### config.mk
export PLATFORM = sky130hd
export DESIGN_NAME = sdram_burst_client
export DESIGN_NICKNAME = d
export VERILOG_FILES = /design/src/rtl/sdram_pkg.sv /design/src/rtl/sdram_pattern_gen.sv /design/src/rtl/sdram_burst_client.sv
export SDC_FILE = /design/constraint.sdc
export NUM_CORES = 1
export LEC_CHECK = 0
export CAP_MARGIN = 20
export CORE_MARGIN = 5
export CORE_UTILIZATION = 45
export DETAILED_ROUTE_END_ITERATION = 16
export GPL_ROUTABILITY_DRIVEN = 0
export GPL_TIMING_DRIVEN = 1
export PLACE_DENSITY = 0.79
export SKIP_LAST_GASP = 1
export SLEW_MARGIN = 10
export SYNTH_ARGS = -nofsm -noshare
export SYNTH_HDL_FRONTEND = slang
export SYNTH_SLANG_ARGS = --single-unit
### constraint.sdc
create_clock -name clk -period 3.6 [get_ports clk]
set_clock_uncertainty 0.05 [all_clocks]
set_input_delay 0.72 -clock clk [delete_from_list [all_inputs] [get_ports clk]]
set_output_delay 0.72 -clock clk [all_outputs]
set_load 0.01 [all_outputs]
### src/rtl/sdram_pkg.sv
// Shared definitions for the SDRAM burst test client: FSM encoding,
// data-pattern seed and error codes reported on err_code.
`timescale 1ns/1ps
package sdram_pkg;

    typedef enum logic [2:0] {
        S_IDLE     = 3'd0,
        S_WR_REQ   = 3'd1,
        S_WR_BURST = 3'd2,
        S_RD_REQ   = 3'd3,
        S_RD_BURST = 3'd4,
        S_NEXT     = 3'd5,
        S_DONE     = 3'd6
    } state_t;

    localparam logic [15:0] PATTERN_SEED = 16'hA55A;

    localparam logic [1:0] ERR_NONE = 2'd0;
    localparam logic [1:0] ERR_DATA = 2'd1;
    localparam logic [1:0] ERR_LEN  = 2'd2;
    localparam logic [1:0] ERR_TMO  = 2'd3;

endpackage

### src/rtl/sdram_pattern_gen.sv
// Combinational test pattern: word i of burst b is the low 16 bits of the
// linear word address XOR the pattern seed.
`timescale 1ns/1ps
module sdram_pattern_gen
    import sdram_pkg::*;
#(
    parameter int BURST_LEN = 256
) (
    input  logic [15:0] burst_idx,
    input  logic [15:0] word_idx,
    output logic [15:0] word
);

    logic [31:0] lin_addr;

    always_comb begin
        lin_addr = 32'(burst_idx) * 32'(BURST_LEN) + 32'(word_idx);
        word     = lin_addr[15:0] ^ PATTERN_SEED;
    end

endmodule

### src/rtl/sdram_burst_client.sv
// Self-test client for an SDRAM controller: writes NUM_BURSTS bursts of a
// known pattern, reads each back, checks it and counts error-free passes.
`timescale 1ns/1ps
module sdram_burst_client
    import sdram_pkg::*;
#(
    parameter int BURST_LEN  = 256,
    parameter int NUM_BURSTS = 4,
    parameter int LOOP       = 1,
    parameter int TMO_CLK    = 4095
) (
    input  logic        clk,
    input  logic        rst_n,
    input  logic        sdram_init_done,
    output logic        sdram_wr_req,
    output logic        sdram_rd_req,
    input  logic        sdram_wr_ack,
    input  logic        sdram_rd_ack,
    output logic [8:0]  sdwr_byte,
    output logic [8:0]  sdrd_byte,
    output logic [21:0] sys_addr,
    output logic [15:0] sys_data_in,
    input  logic [15:0] sys_data_out,
    output logic [15:0] pass_cnt,
    output logic        err,
    output logic [1:0]  err_code,
    output logic        busy,
    output state_t      dbg_state
);

    // Handshake: a request is held high until the controller's first ack;
    // every ack-high clock then transfers exactly one word, and the first
    // ack-low clock after that marks the end of the burst.

    localparam int TW = (TMO_CLK > 1) ? $clog2(TMO_CLK + 1) : 1;

    state_t        state, state_n;
    logic [15:0]   b_idx, b_n;
    logic [15:0]   w_idx, w_n;
    logic [TW-1:0] tmo_cnt, tmo_n;
    logic [15:0]   pass_n;
    logic          err_hit;
    logic [1:0]    err_hit_code;

    logic [15:0]   pat_word;
    logic [15:0]   w_inc;
    logic          len_bad;
    logic          tmo_last;
    logic          b_last;
    logic          rd_mismatch;

    sdram_pattern_gen #(
        .BURST_LEN (BURST_LEN)
    ) u_pattern (
        .burst_idx (b_idx),
        .word_idx  (w_idx),
        .word      (pat_word)
    );

    always_comb begin
        w_inc       = (w_idx == 16'hFFFF) ? w_idx : w_idx + 16'd1;
        len_bad     = (w_idx != 16'(BURST_LEN));
        tmo_last    = (tmo_cnt == TW'(TMO_CLK - 1));
        b_last      = ((32'(b_idx) + 32'd1) >= 32'(NUM_BURSTS));
        rd_mismatch = (sys_data_out != pat_word);
    end

    always_comb begin
        state_n      = state;
        b_n          = b_idx;
        w_n          = w_idx;
        tmo_n        = tmo_cnt;
        pass_n       = pass_cnt;
        err_hit      = 1'b0;
        err_hit_code = ERR_NONE;

        case (state)
            S_IDLE: begin
                b_n   = '0;
                w_n   = '0;
                tmo_n = '0;
                if (sdram_init_done) state_n = S_WR_REQ;
            end
            S_WR_REQ: begin
                if (sdram_wr_ack) begin
                    w_n     = w_inc;
                    tmo_n   = '0;
                    state_n = S_WR_BURST;
                end else if (tmo_last) begin
                    err_hit      = 1'b1;
                    err_hit_code = ERR_TMO;
                    state_n      = S_DONE;
                end else begin
                    tmo_n = tmo_cnt + 1'b1;
                end
            end
            S_WR_BURST: begin
                if (sdram_wr_ack) begin
                    w_n = w_inc;
                end else begin
                    if (len_bad) begin
                        err_hit      = 1'b1;
                        err_hit_code = ERR_LEN;
                    end
                    w_n     = '0;
                    tmo_n   = '0;
                    state_n = S_RD_REQ;
                end
            end
            S_RD_REQ: begin
                if (sdram_rd_ack) begin
                    if (rd_mismatch) begin
                        err_hit      = 1'b1;
                        err_hit_code = ERR_DATA;
                    end
                    w_n     = w_inc;
                    tmo_n   = '0;
                    state_n = S_RD_BURST;
                end else if (tmo_last) begin
                    err_hit      = 1'b1;
                    err_hit_code = ERR_TMO;
                    state_n      = S_DONE;
                end else begin
                    tmo_n = tmo_cnt + 1'b1;
                end
            end
            S_RD_BURST: begin
                if (sdram_rd_ack) begin
                    if (rd_mismatch) begin
                        err_hit      = 1'b1;
                        err_hit_code = ERR_DATA;
                    end
                    w_n = w_inc;
                end else begin
                    if (len_bad) begin
                        err_hit      = 1'b1;
                        err_hit_code = ERR_LEN;
                    end
                    state_n = S_NEXT;
                end
            end
            S_NEXT: begin
                w_n   = '0;
                tmo_n = '0;
                if (b_last) begin
                    state_n = S_DONE;
                    if (!err) pass_n = pass_cnt + 16'd1;
                end else begin
                    b_n     = b_idx + 16'd1;
                    state_n = S_WR_REQ;
                end
            end
            S_DONE: begin
                if (LOOP != 0) state_n = S_IDLE;
            end
            default: state_n = S_IDLE;
        endcase

        // Losing the controller aborts the pass; the pass is not counted.
        if (state != S_IDLE && !sdram_init_done) begin
            state_n = S_IDLE;
            b_n     = '0;
            w_n     = '0;
            tmo_n   = '0;
            pass_n  = pass_cnt;
        end
    end

    always_ff @(posedge clk) begin
        if (!rst_n) begin
            state    <= S_IDLE;
            b_idx    <= '0;
            w_idx    <= '0;
            tmo_cnt  <= '0;
            pass_cnt <= '0;
            err      <= 1'b0;
            err_code <= ERR_NONE;
        end else begin
            state    <= state_n;
            b_idx    <= b_n;
            w_idx    <= w_n;
            tmo_cnt  <= tmo_n;
            pass_cnt <= pass_n;
            if (err_hit && !err) begin
                err      <= 1'b1;
                err_code <= err_hit_code;
            end
        end
    end

    always_comb begin
        sdram_wr_req = (state == S_WR_REQ);
        sdram_rd_req = (state == S_RD_REQ);
        sdwr_byte    = 9'(BURST_LEN);
        sdrd_byte    = 9'(BURST_LEN);
        sys_addr     = 22'(32'(b_idx) * 32'(BURST_LEN));
        sys_data_in  = (state == S_WR_REQ || state == S_WR_BURST) ? pat_word : 16'h0000;
        busy         = (state != S_IDLE) && (state != S_DONE);
        dbg_state    = state;
    end

endmodule

==> results of run 1 <==
==> cell usage after synthesis (all sizes together) (3+ instances only) <==
master | instances | share of area (%)
nand3 | 25 | 3.0
dfxtp | 66 | 29
ha | 14 | 3.9
nand2b | 12 | 1.7
o21ai | 32 | 3.5
nand2 | 45 | 3.8
inv | 18 | 1.5
or4 | 3 | 0.58
o211ai | 5 | 0.83
a21boi | 3 | 0.50
xnor2 | 21 | 4.1
nor2b | 7 | 0.97
nor4 | 8 | 1.1
nand4 | 20 | 2.9
xor2 | 18 | 3.5
a311oi | 4 | 0.91
and2 | 22 | 3.1
mux2i | 11 | 2.4
nor3 | 14 | 1.6
a31oi | 4 | 0.55
nor4b | 3 | 0.58
a21o | 6 | 1.0
o311ai | 3 | 0.58
a21oi | 19 | 2.1
or4b | 3 | 0.66
or3 | 10 | 1.4
nor2 | 57 | 5.0
clkbuf | 11 | 0.91
buf | 49 | 8.0
or2 | 3 | 0.42
a211oi | 4 | 0.66
o21a | 4 | 0.66
and4 | 8 | 1.7
==> power groups by stage <==
stage                     clock network [mW]  registers, mW  logic (mW)
final                                  0.715          0.739       0.171
after global routing                   0.755          0.739       0.186
after CTS                              0.728          0.739       0.169
after detailed placement                   0          0.756       0.168
after global placement                     0          0.755       0.164
after floorplan                            0          0.753       0.117
==> layer usage <==
metal	wire, um	track usage [%]
met5	0	0
met4	188	7.124
met3	968	3.727
met2	5485	31.76
met1	5035	22.83
==> cells by family after synthesis <==
group           count (synthesis)  share of synthesized area, %
simple gates                  247                         29.72
flops                          66                         29.24
mux                            11                         2.437
fa+ha+maj                      15                         4.320
compound gates                106                         15.65
buf+inv                        78                         10.41
xor+xnor                       40                         8.059
other cells                     2                        0.1662
==> registers in the layout (all words and copies together) (netlist names) <==
signal and cells:
err 1, b_idx 16, tmo_cnt 12, pass_cnt 16
dbg_state 3, w_idx 16, err_code 2
==> cell type report <==
type	count	area [sq um]	share of cell area, %
clock buffers	12	155.1	2.864
well taps	133	166.4	3.072
multi-input cells	445	2820	52.06
flip-flops and latches	66	1324	24.43
inverters	18	67.56	1.247
clock inverters	4	73.82	1.363
repair buffers	83	810.8	14.97
==> final timing paths <==
check | start | to | slack, ps
worst min register to register | b_idx[15]$_SDFFE_PP0P_ | b_idx[15]$_SDFFE_PP0P_ | 420
worst min-delay path | b_idx[15]$_SDFFE_PP0P_ | b_idx[15]$_SDFFE_PP0P_ | 420
worst max-delay path | w_idx[8]$_SDFFE_PP0P_ | sys_data_in[14] | 160
worst max register to register | b_idx[0]$_SDFFE_PP0P_ | b_idx[12]$_SDFFE_PP0P_ | 570
==> stage by stage <==
step	setup WS, ps	instance area, sq um	cells	hold slack [ps]	util (%)
after floorplan	865.8	4608	589	381.2	-
after global placement	470.5	5175	744	401.2	52.94
after detailed placement	396.3	5175	744	404.2	52.94
after CTS	19.91	5404	760	427.1	55.29
after global routing	39.46	5418	761	445.7	55.43
final	157.2	5418	761	421.6	55.43
==> worst register-to-register path, cell delays in order (launching register included) <==
cell,delay (ps)
dfxtp_1,340
buf_4,170
ha_1,280
xnor2_1,150
a41oi_1,140
a211oi_1,320
nand4_1,320
nor2_4,540
a311oi_2,340
and2_1,270
==> timing repair <==
item,CTS,global route
hold endpoints to repair,0,0
setup buffers,0,0
resized for setup,0,3
setup endpoints to repair,0,2
==> impl_metrics.yaml, run 1 <==
yosys:
  synthFlopType: "dfxtp_1"
  synth_seq_cells: 66
  seq_area_frac_synth_pct: 29.24
  ys.warnings.count: 0
  synth_area_sq_mm: 0.004518
  synthCells: 565
  synth_cell_type_count: 73
  async_flop_share_pct: 0
  avgSynthCellArea_sq_um: 7.997
  synth_edf_count: 0
global_route:
  grt_pass1_vias: 3938
  antenna_found_initial: 0
  grt_max_degree: 34
  grt.overflow.total: 0
  grt_usage_pct: 18.53
  grt_pass1_wl_mm: 18.15
routing:
  routed_wl_mm: 11.68
  first_pass_iters: 5
  ant_nets: 0
  route.vias.total: 4238
  avgViaCountPerCell: 5.569
  wl_per_cell_um: 15.34
  drtIter0Drc: 338
  drc: 0
sta:
  relSlewSlack_pct: 51.61
  tightest_slew_ps: 725.9
  fin_setup_tns_ps: 0
  hold_viol_final: 0
  drv_slew: 0
  clock.fmax_ghz: 0.2905
  rsz0062_at_grt: "no"
  post-route-period-util_pct: 95.63
  final-setup-viol-count: 0
  period_minus_slack_ps: 3443
setup_path:
  cp_num_cells: 10
  worstPathCellList: "ha_1 > inv_1 > fa_1 > nand2b_1 > a21oi_2 > o21a_1 > nor2_1 > xor2_1 > nor2_1 > clkdlybuf4s50_1"
  critPathBufInv: 2
  startpoint_type: "flip-flop"
  arrival_ps: 2670
  crit_path_max_incr_delay_ps: 540
  critPathMaxFanout: 7
  cp_top_family: "buffers and inverters"
  path_class: "flip-flop to output port"
  slowest_stage: "clkdlybuf4s50_1"
  crit_required_ps: 2830
  endpoint_kind: "output port"
  crit_path_frequent_cell: "nor2_1"
  rr_worst_depth: 9
final_layout:
  area_growth_pct: 19.91
  final_nets: 659
  num-fill-cells: 918
  final_cell_mix: "clkdlybuf4s50_1, dfxtp_1, nor2_1, nand2_1, o21ai_0"
  layout_commonest_cell: "clkdlybuf4s50_1"
  drive_gt1_share_pct: 7.803
  num_antenna_cells: 0
worst_hold_path:
  min_path_cells: 1
  hold_path.class: "flip-flop to flip-flop"
place:
  port_buffers: 75
  dp_hpwl_mm: 8.587
clock_tree:
  clk_latency_ps: 350
  h-tree-depth: 3
  cts.sinks: 66
  ctsHoldBuffers: 0
  clk_pin_slew_ps: 70
  clk_path_buf_depth: 2
  cts_root_buffer: "clkbuf_8"
  cts_buffers: 9
  tritoncts: "built"
floorplanning:
  die_h_um: 110.2
  num_io_pins: 102
  design.die.area_sq_mm: 0.01214
  coreArea_sq_mm: 0.009774
  die_x_um: 110.2
  initial_core_util_pct: 46.22
  num_rows: 36
power_and_ir_drop:
  power.switching_mw: 0.3873
  ir_drop_mv: 0.1935
  seqPwrFrac_pct: 45.5
  power_mw: 1.625
  combinationalPowerShare_pct: 10.5
  p_int_mw: 1.238
  power_density_mw_per_mm2: 300.0
  clkPwrFrac_pct: 44.0
  p_leak_nw: 1.951
  swShare_pct: 23.83
run:
  max-cap-violations: 0
status:
  status: "complete, no violations"
No activity file was read; power rests on OpenSTA's default activity.
==> inputs of run 2 (changes only) <==
--- a/config.mk
+++ b/config.mk
@@ -6,12 +6,14 @@
 export NUM_CORES = 1
 export LEC_CHECK = 0
 export CAP_MARGIN = 20
+export CELL_PAD_IN_SITES_DETAIL_PLACEMENT = 0
+export CELL_PAD_IN_SITES_GLOBAL_PLACEMENT = 2
 export CORE_MARGIN = 5
-export CORE_UTILIZATION = 45
+export CORE_UTILIZATION = 29
 export DETAILED_ROUTE_END_ITERATION = 16
 export GPL_ROUTABILITY_DRIVEN = 0
 export GPL_TIMING_DRIVEN = 1
-export PLACE_DENSITY = 0.79
+export PLACE_DENSITY = 0.86
 export SKIP_LAST_GASP = 1
 export SLEW_MARGIN = 10
 export SYNTH_ARGS = -nofsm -noshare
==> run 2 against run 1 <==
Effect of this change: global-route usage decreased by 5.0 points; worst hold slack lost 12 ps; largest cell class unchanged; wire length increased by 5.4%; final cell count up 11%.
==> impl_metrics.yaml, run 2 (synthesis results as in run 1) <==
status:
  status: "complete, no violations"
final_layout:
  num-fill-cells: 1588
  reg_top3: "b_idx (16), pass_cnt (16), w_idx (16)"
  layout_commonest_cell: "clkdlybuf4s50_1"
  ff_latch_area_sq_mm: 0.001323
  area_growth_pct: 24.45
  final_nets: 663
  num_antenna_cells: 0
  drive_gt1_share_pct: 8.241
  layout.cells.non_filler: 842
  final_util_pct: 36.85
  multiInputGateArea_sq_mm: 0.002820
  final_cell_mix: "clkdlybuf4s50_1, dfxtp_1, nor2_1, nand2_1, o21ai_0"
clock_tree:
  cts_root_buffer: "clkbuf_16"
  clk_pin_slew_ps: 60
  cts_buffers: 9
  tritoncts: "built"
  cts_setup_buffers: 0
  clk_latency_ps: 330
  h-tree-depth: 3
  clk_path_buf_depth: 2
  cts.sinks: 66
floorplanning:
  initial_core_util_pct: 29.61
  die_x_um: 134.8
  design.die.area_sq_mm: 0.01818
  num_rows: 45
  die_h_um: 134.8
  num_io_pins: 102
  coreArea_sq_mm: 0.01526
global_route:
  grt_pass1_vias: 3983
  grt.overflow.total: 0
  grt_max_degree: 30
  use_met3_pct: 3.726
  grt.met1_usage_pct: 17.57
  busiest_layer: "met2"
  grt_pass1_wl_mm: 20.18
  grt_usage_pct: 13.54
  met2_usage_pct: 21.51
  antenna_found_initial: 0
setup_path:
  critPathBufInv: 2
  crit_path_frequent_cell: "nor2_1"
  crit_required_ps: 2830
  rrSetupSlack_ps: 620
  crit_path_max_incr_delay_ps: 540
  arrival_ps: 2660
  crit_start: "w_idx[8]$_SDFFE_PP0P_"
  startpoint_type: "flip-flop"
  slowest_stage: "clkdlybuf4s50_1"
  worstPathCellList: "ha_1 > inv_1 > fa_1 > nand2b_1 > a21oi_2 > o21a_1 > nor2_1 > xor2_1 > nor2_1 > clkdlybuf4s50_1"
  reg2reg_from: "w_idx[8]$_SDFFE_PP0P_"
  critPathMaxFanout: 7
  endpoint_kind: "output port"
  cp_top_family: "buffers and inverters"
  path_class: "flip-flop to output port"
routing:
  first_pass_iters: 4
  drc: 0
  route.vias.total: 4181
  routed_wl_mm: 12.31
  drtIter0Drc: 273
  avgViaCountPerCell: 4.966
  ant_nets: 0
  wl_per_cell_um: 14.62
power_and_ir_drop:
  p_leak_nw: 2.006
  seqPwrFrac_pct: 40.2
  p_int_mw: 1.409
  combinationalPowerShare_pct: 9.6
  swShare_pct: 23.11
  ir_drop_mv: 0.1419
  power_density_mw_per_mm2: 326.0
  power.switching_mw: 0.4237
  clkPwrFrac_pct: 50.2
sta:
  hold_viol_final: 0
  relSlewSlack_pct: 42.95
  tightest_slew_ps: 855.7
  period_minus_slack_ps: 3426
  final-setup-viol-count: 0
  clock.fmax_ghz: 0.2919
  post-route-period-util_pct: 95.17
  fin_setup_tns_ps: 0
  drv_slew: 0
  rsz0062_at_grt: "no"
  fin_hold_ws_ps: 409.2
worst_hold_path:
  hold_path.class: "flip-flop to flip-flop"
  hp-start: "b_idx[15]$_SDFFE_PP0P_"
place:
  dp_hpwl_mm: 9.303
  dp.cells: 826
  port_buffers: 75
run:
  max-cap-violations: 0
run 2: worst reg2reg max path: stages, from the launching register on:
cell	delay, ps
dfxtp_2	380
ha_1	200
inv_1	60
fa_1	390
nand2b_1	190
o2bb2ai_1	190
a211o_1	290
a31o_1	180
o41ai_2	510
a21oi_1	170
o221a_2	270
run 2: path summary, 6_finish.rpt:
path                              end  cells past startpoint
max                   sys_data_in[14]                     10
min            b_idx[15]$_SDFFE_PP0P_                      1
max reg2reg  err_code[1]$_SDFFE_PN0P_                     10
min reg2reg    b_idx[15]$_SDFFE_PP0P_                      1
run 2: area by class of cell:
type / count / share of cell area [%]
clock inverter: 6 / 1.469
clock buffer: 9 / 4.005
timing repair buffer: 87 / 14.95
sequential: 66 / 23.52
inverter: 18 / 1.202
multi-input combinational: 445 / 50.16
tap: 211 / 4.695
run 2: timing repair:
action                                  in CTS  in global routing
gates resized for setup                      0                  2
hold buffers                                 0                  0
endpoints found under the setup margin       0                  2
run 2: stage by stage:
stage / area (sq um) / setup slack, ps / power [mW]
6_report: 5623 / 173.9 / 1.833
5_1_grt: 5623 / 4.183 / 1.906
4_1_cts: 5610 / 28.33 / 1.860
3_5_place_dp: 5303 / 389.7 / 0.9290
3_3_place_gp: 5303 / 440.9 / 0.9275
2_1_floorplan: 4608 / 865.8 / 0.8703
run 2: routing by layer:
metal,wire [um],up-vias
li1,-,2084
met1,5648,1966
met2,5627,116
met3,875,15
met4,161,0
met5,0,-
run 2: power by group through the flow:
stage,combinational (mW),clock [mW],sequential (mW)
2_1_floorplan,0.117,0,0.753
6_report,0.175,0.920,0.737
3_3_place_gp,0.174,0,0.753
4_1_cts,0.177,0.947,0.737
3_5_place_dp,0.176,0,0.753
5_1_grt,0.193,0.976,0.738
